<file path="src/rtl/adder_pipe_scheduler_pkg.sv">
// Shared constants and helpers for the adder pipe scheduler slice.
//   ADD_W   : operand width of the shared pipelined adder
//   ADD_LAT : adder latency in cycles, issue edge to sum/c_out valid
//   MAX_REQ : largest supported requester count
//   clog2() : ceiling log2, floored at 1 so a tag is never zero bits wide
package adder_pipe_scheduler_pkg;

  localparam int unsigned ADD_W   = 32;
  localparam int unsigned ADD_LAT = 4;
  localparam int unsigned MAX_REQ = 8;

  function automatic int unsigned clog2(input int unsigned value);
    int unsigned result;
    result = 1;
    for (int unsigned i = 1; i < 32; i++) begin
      if ((32'd1 << i) < value) begin
        result = i + 1;
      end
    end
    return result;
  endfunction

endpackage

</file>
<file path="src/rtl/adder_pipe_scheduler_rr_arbiter.sv">
// Round-robin arbiter with a rotating priority pointer.
//   clk      : clock
//   rst      : synchronous active-high reset, pointer returns to 0
//   req      : request vector
//   en       : arbitration enable; no grant while low
//   gnt      : one-hot grant (or zero)
//   gnt_id   : binary index of the granted requester (0 when no grant)
//   gnt_any  : a grant is being issued this cycle
// The pointer moves to one past the granted index on each grant and holds otherwise.
module adder_pipe_scheduler_rr_arbiter #(
  parameter int unsigned N   = 4,
  parameter int unsigned IDW = 2
) (
  input  logic           clk,
  input  logic           rst,
  input  logic [N-1:0]   req,
  input  logic           en,
  output logic [N-1:0]   gnt,
  output logic [IDW-1:0] gnt_id,
  output logic           gnt_any
);

  logic [IDW-1:0] ptr_q, ptr_d;
  logic [IDW:0]   cand;

  // Scan from ptr upward with wrap; the first hit wins.
  always_comb begin
    gnt     = '0;
    gnt_id  = '0;
    gnt_any = 1'b0;
    cand    = '0;
    for (int unsigned off = 0; off < N; off++) begin
      cand = {1'b0, ptr_q} + (IDW+1)'(off);
      if (cand >= (IDW+1)'(N)) begin
        cand = cand - (IDW+1)'(N);
      end
      if (en && !gnt_any && req[cand[IDW-1:0]]) begin
        gnt_any                = 1'b1;
        gnt[cand[IDW-1:0]]     = 1'b1;
        gnt_id                 = cand[IDW-1:0];
      end
    end
  end

  always_comb begin
    ptr_d = ptr_q;
    if (gnt_any) begin
      ptr_d = (gnt_id == IDW'(N - 1)) ? '0 : gnt_id + IDW'(1);
    end
  end

  always_ff @(posedge clk) begin
    if (rst) begin
      ptr_q <= '0;
    end else begin
      ptr_q <= ptr_d;
    end
  end

endmodule

</file>
<file path="src/rtl/adder_pipe_scheduler.sv">
// Shares one stallable LAT-stage pipelined adder among NREQ requesters.
//   clk, rst                : clock, synchronous active-high reset (same net resets the adder)
//   req_valid/req_ready     : per-requester handshake, req_ready is a one-hot grant
//   req_a/req_b/req_cin     : packed per-requester operands, requester i at [i*W +: W]
//   add_a/add_b/add_cin     : operands of the granted requester into adder stage 1 (0 if none)
//   add_stop                : adder stall, raised when a result waits on rsp_ready
//   add_sum/add_cout        : adder outputs, passed straight through to rsp_sum/rsp_cout
//   rsp_valid/rsp_ready     : result handshake; rsp_id names the issuing requester
//   busy                    : any operation in flight
// A shadow pipe of valid bits and tags moves in lockstep with the adder so each
// result leaving the adder is paired with the requester that issued it.
module adder_pipe_scheduler
  import adder_pipe_scheduler_pkg::*;
#(
  parameter int unsigned NREQ = 4,
  parameter int unsigned W    = ADD_W,
  parameter int unsigned LAT  = ADD_LAT,
  parameter int unsigned IDW  = clog2(NREQ)
) (
  input  logic              clk,
  input  logic              rst,
  input  logic [NREQ-1:0]   req_valid,
  output logic [NREQ-1:0]   req_ready,
  input  logic [NREQ*W-1:0] req_a,
  input  logic [NREQ*W-1:0] req_b,
  input  logic [NREQ-1:0]   req_cin,
  output logic [W-1:0]      add_a,
  output logic [W-1:0]      add_b,
  output logic              add_cin,
  output logic              add_stop,
  input  logic [W-1:0]      add_sum,
  input  logic              add_cout,
  output logic              rsp_valid,
  input  logic              rsp_ready,
  output logic [IDW-1:0]    rsp_id,
  output logic [W-1:0]      rsp_sum,
  output logic              rsp_cout,
  output logic              busy
);

  logic [LAT-1:0]          vld_q, vld_d;
  logic [LAT-1:0][IDW-1:0] tag_q, tag_d;
  logic                    advance;
  logic                    arb_en;
  logic                    grant_any;
  logic [IDW-1:0]          grant_id;

  // Only a result stuck at the output can stall; bubbles further back are not squeezed out.
  assign add_stop = vld_q[LAT-1] & ~rsp_ready;
  assign advance  = ~add_stop;
  assign arb_en   = advance & ~rst;

  adder_pipe_scheduler_rr_arbiter #(
    .N   (NREQ),
    .IDW (IDW)
  ) u_rr_arbiter (
    .clk     (clk),
    .rst     (rst),
    .req     (req_valid),
    .en      (arb_en),
    .gnt     (req_ready),
    .gnt_id  (grant_id),
    .gnt_any (grant_any)
  );

  // Grant is one-hot, so at most one requester drives the adder inputs.
  always_comb begin
    add_a   = '0;
    add_b   = '0;
    add_cin = 1'b0;
    for (int unsigned i = 0; i < NREQ; i++) begin
      if (req_ready[i]) begin
        add_a   = req_a[i*W +: W];
        add_b   = req_b[i*W +: W];
        add_cin = req_cin[i];
      end
    end
  end

  always_comb begin
    vld_d = vld_q;
    tag_d = tag_q;
    if (advance) begin
      vld_d = {vld_q[LAT-2:0], grant_any};
      tag_d = {tag_q[LAT-2:0], grant_id};
    end
  end

  always_ff @(posedge clk) begin
    if (rst) begin
      vld_q <= '0;
      tag_q <= '0;
    end else begin
      vld_q <= vld_d;
      tag_q <= tag_d;
    end
  end

  assign rsp_valid = vld_q[LAT-1];
  assign rsp_id    = tag_q[LAT-1];
  assign rsp_sum   = add_sum;
  assign rsp_cout  = add_cout;
  assign busy      = |vld_q;

endmodule

</file>
<file path="config.mk">
export PLATFORM = sky130hd
export DESIGN_NAME = adder_pipe_scheduler
export DESIGN_NICKNAME = d
export VERILOG_FILES = /design/src/rtl/adder_pipe_scheduler_pkg.sv /design/src/rtl/adder_pipe_scheduler_rr_arbiter.sv /design/src/rtl/adder_pipe_scheduler.sv
export SDC_FILE = /design/constraint.sdc
export NUM_CORES = 1
export LEC_CHECK = 0
export ABC_AREA = 1
export CORE_AREA = 2 2 159 161
export DETAILED_ROUTE_END_ITERATION = 10
export DIE_AREA = 0 0 161 163
export GPL_TIMING_DRIVEN = 0
export HOLD_SLACK_MARGIN = 0.15
export PLACE_DENSITY_LB_ADDON = 0.3
export SLEW_MARGIN = 20
export SYNTH_ARGS = -nofsm -noshare
export SYNTH_HDL_FRONTEND = slang
export SYNTH_HIERARCHICAL = 1
export SYNTH_SLANG_ARGS = --single-unit
</file>
<file path="constraint.sdc">
create_clock -name clk -period 4.71 [get_ports clk]
set_input_delay 0.942 -clock clk [delete_from_list [all_inputs] [get_ports clk]]
set_output_delay 0.942 -clock clk [all_outputs]
set_load 0.03 [all_outputs]
</file>
==> results of run 1 <==
==> registers in the layout, summed over array words and instances, names as in the netlist, named ones only <==
register            count
tag_q                   6
vld_q                   4
rsp_id                  2
u_rr_arbiter/ptr_q      1
==> final cells by class <==
type / instances / area share (%)
timing repair buffer: 374 / 45.5
antenna: 2 / 0.0619
multi-input combinational: 560 / 32.6
inverter: 85 / 3.96
buffer: 87 / 8.17
sequential: 14 / 3.47
clock buffer: 4 / 1.10
tap: 330 / 5.11
==> worst max-delay path, delay by kind of cell <==
kind	cells	cell delay [ns]
compound gates	2	0.38
buf+inv	9	1.51
simple gates	9	0.71
==> cell usage in the layout, fill, tap and decap left out, drive strengths merged <==
cell           instances
clkinv                 1
o221ai                 3
buf                   86
clkdlybuf4s15         43
nand4                  2
o21ai                 12
ha                     8
a221oi                 2
nor2                  30
dfxtp                 14
a21oi                130
a22oi                  3
nand2                290
clkbuf                28
inv                   84
diode                  2
nand3                 80
clkdlybuf4s50        308
==> where the power goes <==
group	total, mW	switching [mW]	internal, mW
logic	4.66	3.01	1.66
clock network	0.179	0.0503	0.129
registers	0.183	0.0344	0.149
total	5.03	3.09	1.93
==> final timing paths <==
check,cells after the start,slack (ns),end,from
worst min-delay path,2,0.48,tag_q[2],tag_q[0]
worst min register to register,2,0.48,tag_q[2],tag_q[0]
worst max-delay path,20,0.20,add_a[25],rsp_ready
worst max register to register,14,2.37,u_rr_arbiter/ptr_q[1],flip-flop
==> metal layers <==
metal	vias to the layer above	share of wire (%)	GRT usage (%)
li1	3078	-	-
met4	0	1.6	3.53
met3	20	7.5	3.16
met2	218	51	32.0
met5	-	0	0
met1	2640	40	19.8
==> kinds of logic after synthesis <==
kind of cell    after synthesis  synth area share, %
buf+inv                     172                 23.8
fa+ha+maj                     8                 2.70
simple gates                402                 45.0
flops                        14                 7.57
compound gates              150                 21.0
==> what timing repair did <==
| item | CTS | global route |
|---|---|---|
| setup buffers | 0 | 1 |
| endpoints found under the hold margin | 0 | 0 |
| resized for setup | 214 | 52 |
| setup endpoints to repair | 67 | 65 |
==> results.txt, run 1 <==
status -> complete, no violations
root buffer cell -> clkbuf_16
vias per cell -> 4.09
initial antenna violation count -> 2
Die H -> 163 µm
Place WS -> -1.03 ns
die area -> 26200 µm²
Port Buffers -> 373
core box area -> 24700 µm²
largest net degree at the start of global routing -> 12
synth unique cells -> 23
Synth area leader -> nand2_1
post-synthesis sequential area ratio -> 7.57%
slew margin rel. -> 71.3%
setup TNS -> 0 ns
ANT nets after route -> 0
sequential cell area -> 280 µm²
clock transition at the registers of the reported paths -> 0.05 ns
top-count cell post-synth -> nand2_1
Post-Syn Area -> 3700 µm²
total grt overflow -> 0
final setup fails -> 0
Async S/R FF share, synth -> 0%
row cnt -> 58
Yosys top cell area share -> 28.8%
final hold violation count -> 0
Design Power -> 5.03 mW
# H-tree levels -> 1
EDFF count, synth -> 0
post-layout util -> 32.8%
Commonest cells post-synth -> nand2_1, a21oi_1, inv_1
cts bufs inserted -> 3
clk_skew -> 0.000608 ns
final worst slack -> 0.202 ns
# hold bufs at CTS -> 0
Crit path top cell by count -> nand2_1
hold_ws -> 0.481 ns
synthesis-stage register bit count -> 14
nets@finish -> 1433
worst-case vdd ir drop -> 0.264 mV
Post-Syn Instances -> 746
Clock Latency Late Sink -> 0.25 ns
CP Class -> in2out
Placed Cells -> 1449
I/O pin count -> 407
vias in the first global route -> 5736
Post-synth top flop -> dfxtp_1
Peak Freq -> 222 MHz
final slew viol count -> 0
CP max FO -> 10
CP Launch Type -> input port
drt total wl -> 23.5 mm
Avg Synthesized Cell Area -> 4.97 µm²
power per cell area -> 622 nW/µm²
Layout fillers -> 2744
YS warnings -> 6
Non-Filler Instances -> 1456
CP Capture Type -> primary output
Crit path largest cell delay -> 0.39 ns
via count -> 5956
worst slew pin tran -> 0.430 ns
gr usage total -> 16.9%
Routed wire per std cell -> 16.1 µm
Chip Width -> 161 µm
CTS tree -> built
critical path's slowest cell -> clkdlybuf4s50_1
multi-input logic area -> 2630 µm²
CP cell instances -> clkdlybuf4s50_1, inv_1, nand2_1, inv_2, buf_6, nor2_4, nand2_1, inv_1, nand3_4, nor2_1, a221oi_2, o21ai_4, inv_2, buf_6, buf_4, nand3_1, nand2_1, nand2_1, nand2_1, clkdlybuf4s15_2
share of post-route cells with drive strength above 1 -> 15.5%
Pleak -> 3.90 nW
Net Count, Synth -> 1054
post-route clock period utilization -> 95.7%
global-route wire length before repair -> 34.3 mm
clk sinks -> 14
Max clock buf depth -> 2
Area growth syn-to-layout -> 118%
initial core utilization -> 15.0%
synth top area cells -> nand2_1, a21oi_1, nand3_1
Data required, critical path -> 3.77 ns
# DRC -> 0
CP arrival -> 3.57 ns
TritonRoute pass-1 iters -> 5
DR iter-0 viols -> 304
RSZ-0062 raised after global routing -> true
Period minus WS final -> 4.51 ns
Final Wtd Congestion -> 0.879
Post-DP Area -> 7850 µm²
Final Instance Area -> 8080 µm²
worst hold path class -> reg2reg
Final HPWL DP -> 19.6 mm
maxcap violations -> 0
No activity file was read; power rests on OpenSTA's default activity.
==> run 2: changes to the inputs <==
Settings changed: CTS_CLUSTER_SIZE set to 20, DONT_BUFFER_PORTS set to 1.
==> results.txt, run 2 (synthesized netlist as in run 1, its figures left out) <==
CP arrival -> 3.52 ns
R2R depth -> 14
drt total wl -> 20.3 mm
most frequent cells in the layout -> nand2_1, a21oi_1, inv_1
slew margin rel. -> 57.0%
RR Endpoint -> u_rr_arbiter/ptr_q[1]
worst slew pin tran -> 0.644 ns
CP startpoint -> rsp_ready
clk sinks -> 14
worst hold path class -> reg2reg
Design Power -> 4.03 mW
via count -> 4787
Comb power frac -> 91.1%
CP max FO -> 10
total grt overflow -> 0
vias in the first global route -> 4433
Area growth syn-to-layout -> 16.6%
Data required, critical path -> 3.77 ns
Layout fillers -> 2939
final worst slack -> 0.248 ns
met3 usage -> 3.57%
maxcap violations -> 0
Period minus WS final -> 4.46 ns
Int Pwr -> 1.06 mW
Top reg by flops -> tag_q
CP endpoint -> add_b[26]
status -> complete, no violations
Setup Buffers After CTS -> 0
Place WS -> -0.618 ns
global-route wire length before repair -> 27.8 mm
CP Class -> in2out
row cnt -> 58
root buffer cell -> clkbuf_16
TritonRoute pass-1 iters -> 5
initial antenna violation count -> 1
final setup fails -> 0
# H-tree levels -> 1
I/O pin count -> 407
power per cell area -> 933 nW/µm²
worst-case vdd ir drop -> 0.235 mV
vias per cell -> 4.41
ANT nets after route -> 0
DR iter-0 viols -> 320
# DRC -> 0
CP Capture Type -> primary output
Peak Freq -> 224 MHz
Chip Width -> 161 µm
Pleak -> 2.39 nW
GRT met1 Usage -> 17.1%
core box area -> 24700 µm²
Net Sw Power -> 2.97 mW
Final HPWL DP -> 17.1 mm
met2 global-route usage -> 25.0%
final slew viol count -> 0
sw frac -> 73.6%
share of post-route cells with drive strength above 1 -> 15.7%
FF-to-FF setup slack -> 2.59 ns
die area -> 26200 µm²
Seq pwr share -> 4.6%
Clock Latency Late Sink -> 0.24 ns
Final Wtd Congestion -> 0.920
gr usage total -> 14.0%
nets@finish -> 1062
RR Startpoint -> u_rr_arbiter/ptr_q[1]
Die H -> 163 µm
Port Buffers -> 0
Routed wire per std cell -> 18.7 µm
CP Launch Type -> input port
Clk pwr share -> 4.3%
max FFs per register -> 6
hold_ws -> 0.477 ns
most common cell after layout, fill and taps aside -> nand2_1
post-route clock period utilization -> 94.7%
# hold bufs at CTS -> 0
cts bufs inserted -> 3
final hold violation count -> 0
Max clock buf depth -> 2
GR peak layer -> met2
clk_skew -> 0.00166 ns
largest net degree at the start of global routing -> 12
initial core utilization -> 15.0%
CTS tree -> built
clock transition at the registers of the reported paths -> 0.04 ns
==> run 2: how the worst min path moves through the flow <==
stage	startpoint	to	slack [ns]	depth (start not counted)
floorplan	tag_q[4]	rsp_id[0]	0.45	2
global placement	tag_q[0]	tag_q[2]	0.46	2
detailed placement	tag_q[0]	tag_q[2]	0.47	2
CTS	tag_q[0]	tag_q[2]	0.48	2
global route	tag_q[2]	tag_q[4]	0.51	2
finish	tag_q[2]	tag_q[4]	0.48	2
==> run 2: what timing repair did <==
action / CTS / global route
pin swaps: 1 / 3
gates resized for setup: 11 / 13
setup endpoints to repair: 65 / 65
gates cloned: 0 / 0
==> run 2: routing by layer <==
| layer | up-vias | wire length, µm |
|---|---|---|
| met4 | 2 | 359 |
| met5 | - | 11 |
| met3 | 20 | 1660 |
| met1 | 2173 | 8230 |
| met2 | 254 | 10000 |
| li1 | 2338 | - |
==> run 2: worst max-delay path: stages <==
cell,delay [ns]
inv_1,0.03
nand2_1,0.07
inv_1,0.17
buf_6,0.21
nor2_2,0.09
nand2_1,0.07
inv_1,0.05
nand3_2,0.18
nor2_1,0.08
a221oi_2,0.27
o21ai_4,0.18
buf_2,0.18
inv_2,0.06
buf_6,0.16
buf_2,0.23
nand3_1,0.11
nand2_1,0.08
nand2_1,0.05
nand2_1,0.32
==> run 2: layout make-up <==
cell class	count	area, µm²	share of cell area [%]
Multi-Input combinational cell	560	2620	60.5
Buffer	87	579	13.4
Tap cell	330	413	9.56
Inverter	85	320	7.41
Sequential cell	14	283	6.55
Clock buffer	4	88.8	2.06
Timing Repair Buffer	3	16.3	0.376
Antenna cell	2	5.00	0.116
==> run 2: power by group through the flow <==
stage,clock (mW),combinational [mW],sequential [mW]
floorplan,0,2.84,0.175
global placement,0,3.60,0.185
detailed placement,0,3.61,0.185
CTS,0.178,3.65,0.185
global route,0.185,3.97,0.191
finish,0.175,3.67,0.184
==> run 2: through the flow <==
stage          instance area, µm²  TNS [ns]  utilization [%]  std cells
2_1_floorplan                3700         0                -        746
3_3_place_gp                 4120    -43.96             16.7       1076
3_5_place_dp                 4130    -27.26             16.8       1079
4_1_cts                      4280         0             17.3       1083
5_1_grt                      4320  -0.00454             17.5       1083
6_report                     4320         0             17.5       1085
==> run 3: changes to the inputs <==
Settings changed: CELL_PAD_IN_SITES_DETAIL_PLACEMENT set to 1, CELL_PAD_IN_SITES_GLOBAL_PLACEMENT set to 2, CORE_AREA 2 2 159 161 to 2 2 158 160, DIE_AREA 0 0 161 163 to 0 0 160 162.
==> results.txt, run 3 (synthesized netlist as in run 1, its figures left out) <==
I/O pin count -> 407
Final HPWL DP -> 17.3 mm
Clock Latency Late Sink -> 0.24 ns
CTS tree -> built
initial core utilization -> 15.4%
final slew viol count -> 0
power per cell area -> 912 nW/µm²
initial antenna violation count -> 2
most frequent cells in the layout -> nand2_1, a21oi_1, inv_1
ANT nets after route -> 0
gr usage total -> 14.5%
status -> complete, no violations
# hold bufs at CTS -> 0
Max clock buf depth -> 2
via count -> 4649
CP Class -> in2out
CP Launch Type -> input port
met3 routed wirelength -> 1.58 mm
worst slew pin tran -> 0.521 ns
Data required, critical path -> 3.77 ns
CP Capture Type -> primary output
clock transition at the registers of the reported paths -> 0.05 ns
final setup fails -> 0
post-layout util -> 18.2%
# H-tree levels -> 1
CP arrival -> 3.58 ns
clk sinks -> 14
met1 WL -> 8.33 mm
Setup Buffers After CTS -> 0
DR iter-0 viols -> 229
share of post-route cells with drive strength above 1 -> 18.6%
post-route clock period utilization -> 96.0%
final hold violation count -> 0
clk_skew -> 0.00231 ns
largest net degree at the start of global routing -> 12
Placed Cells -> 1071
die area -> 25900 µm²
Final Wtd Congestion -> 0.778
core box area -> 24100 µm²
Top reg by flops -> tag_q
global-route wire length before repair -> 29.3 mm
vias per cell -> 4.32
row cnt -> 57
RSZ-0062 raised after global routing -> true
slew margin rel. -> 65.3%
Routed wire per std cell -> 19.2 µm
most common cell after layout, fill and taps aside -> nand2_1
Peak Freq -> 221 MHz
cts bufs inserted -> 3
worst-case vdd ir drop -> 0.229 mV
max FFs per register -> 6
TritonRoute pass-1 iters -> 4
nets@finish -> 1060
Period minus WS final -> 4.52 ns
total grt overflow -> 0
root buffer cell -> clkbuf_16
Die H -> 162 µm
worst hold path class -> reg2reg
Non-Filler Instances -> 1076
Port Buffers -> 0
vias in the first global route -> 4662
drt total wl -> 20.7 mm
met2 WL -> 10.6 mm
highest routed layer -> met5
CP max FO -> 10
Area growth syn-to-layout -> 18.2%
# DRC -> 0
Pleak -> 2.38 nW
maxcap violations -> 0
Chip Width -> 160 µm
[run 3: cell count changes in the layout (fill, tap and decap cells not counted), sizes merged]
cell,before,now
buf,82,79
clkbuf,12,13
diode,2,1
[run 3: cell type report]
cell class                 count  area, µm²
buffer                        87        594
timing repair buffer           1       5.00
sequential                    14        283
tap                          324        405
inverter                      85        320
multi-input combinational    560       2680
antenna                        1       2.50
clock buffer                   4       88.8
fill                        3192      19700
[run 3: per-layer routing]
| layer | vias to the layer above | global-route usage [%] |
|---|---|---|
| met5 | - | 0 |
| met4 | 2 | 1.72 |
| met3 | 12 | 3.83 |
| met2 | 181 | 26.6 |
| met1 | 2119 | 17.6 |
| li1 | 2335 | - |
[run 3: worst paths after layout]
| kind | startpoint | endpoint | slack, ns | depth (start not counted) |
|---|---|---|---|---|
| worst min-delay path | tag_q[1] | tag_q[3] | 0.48 | 2 |
| worst max register to register | flip-flop | u_rr_arbiter/ptr_q[1] | 2.46 | 12 |
| worst max-delay path | rsp_ready | add_b[23] | 0.19 | 19 |
| worst min register to register | tag_q[1] | tag_q[3] | 0.48 | 2 |
[run 3: critical path: stages]
cell and delay (ns):
inv_1 0.03, nand2_1 0.09, inv_1 0.18, buf_6 0.21
nor2_2 0.09, nand2_1 0.07, inv_1 0.05, nand3_2 0.20
nor2_1 0.09, a221oi_2 0.27, o21ai_4 0.18, buf_2 0.17
inv_2 0.05, buf_6 0.16, buf_2 0.24, nand3_1 0.15
nand2_1 0.10, nand2_1 0.05, nand2_1 0.22
[run 3: repair_timing]
action / in CTS / in global routing
cloned: 0 / 0
pin swaps: 1 / 3
gates resized for setup: 17 / 33
endpoints found under the setup margin: 65 / 65
[run 3: per-stage QoR]
step / power, mW / setup slack (ns) / area (µm²) / hold WS [ns] / setup TNS, ns
final: 4.00 / 0.190 / 4380 / 0.477 / 0
after global routing: 4.38 / -0.0397 / 4380 / 0.492 / -0.109
after CTS: 4.00 / 0.0241 / 4290 / 0.485 / 0
after detailed placement: 3.76 / -0.572 / 4130 / 0.473 / -29.13
after global placement: 3.75 / -0.887 / 4110 / 0.467 / -49.91
after floorplan: 3.02 / 0.0852 / 3700 / 0.450 / 0
[run 3: power breakdown]
group	internal, mW	switching [mW]
clock	0.129	0.0483
combinational	0.819	2.81
sequential	0.150	0.0371
total	1.10	2.90
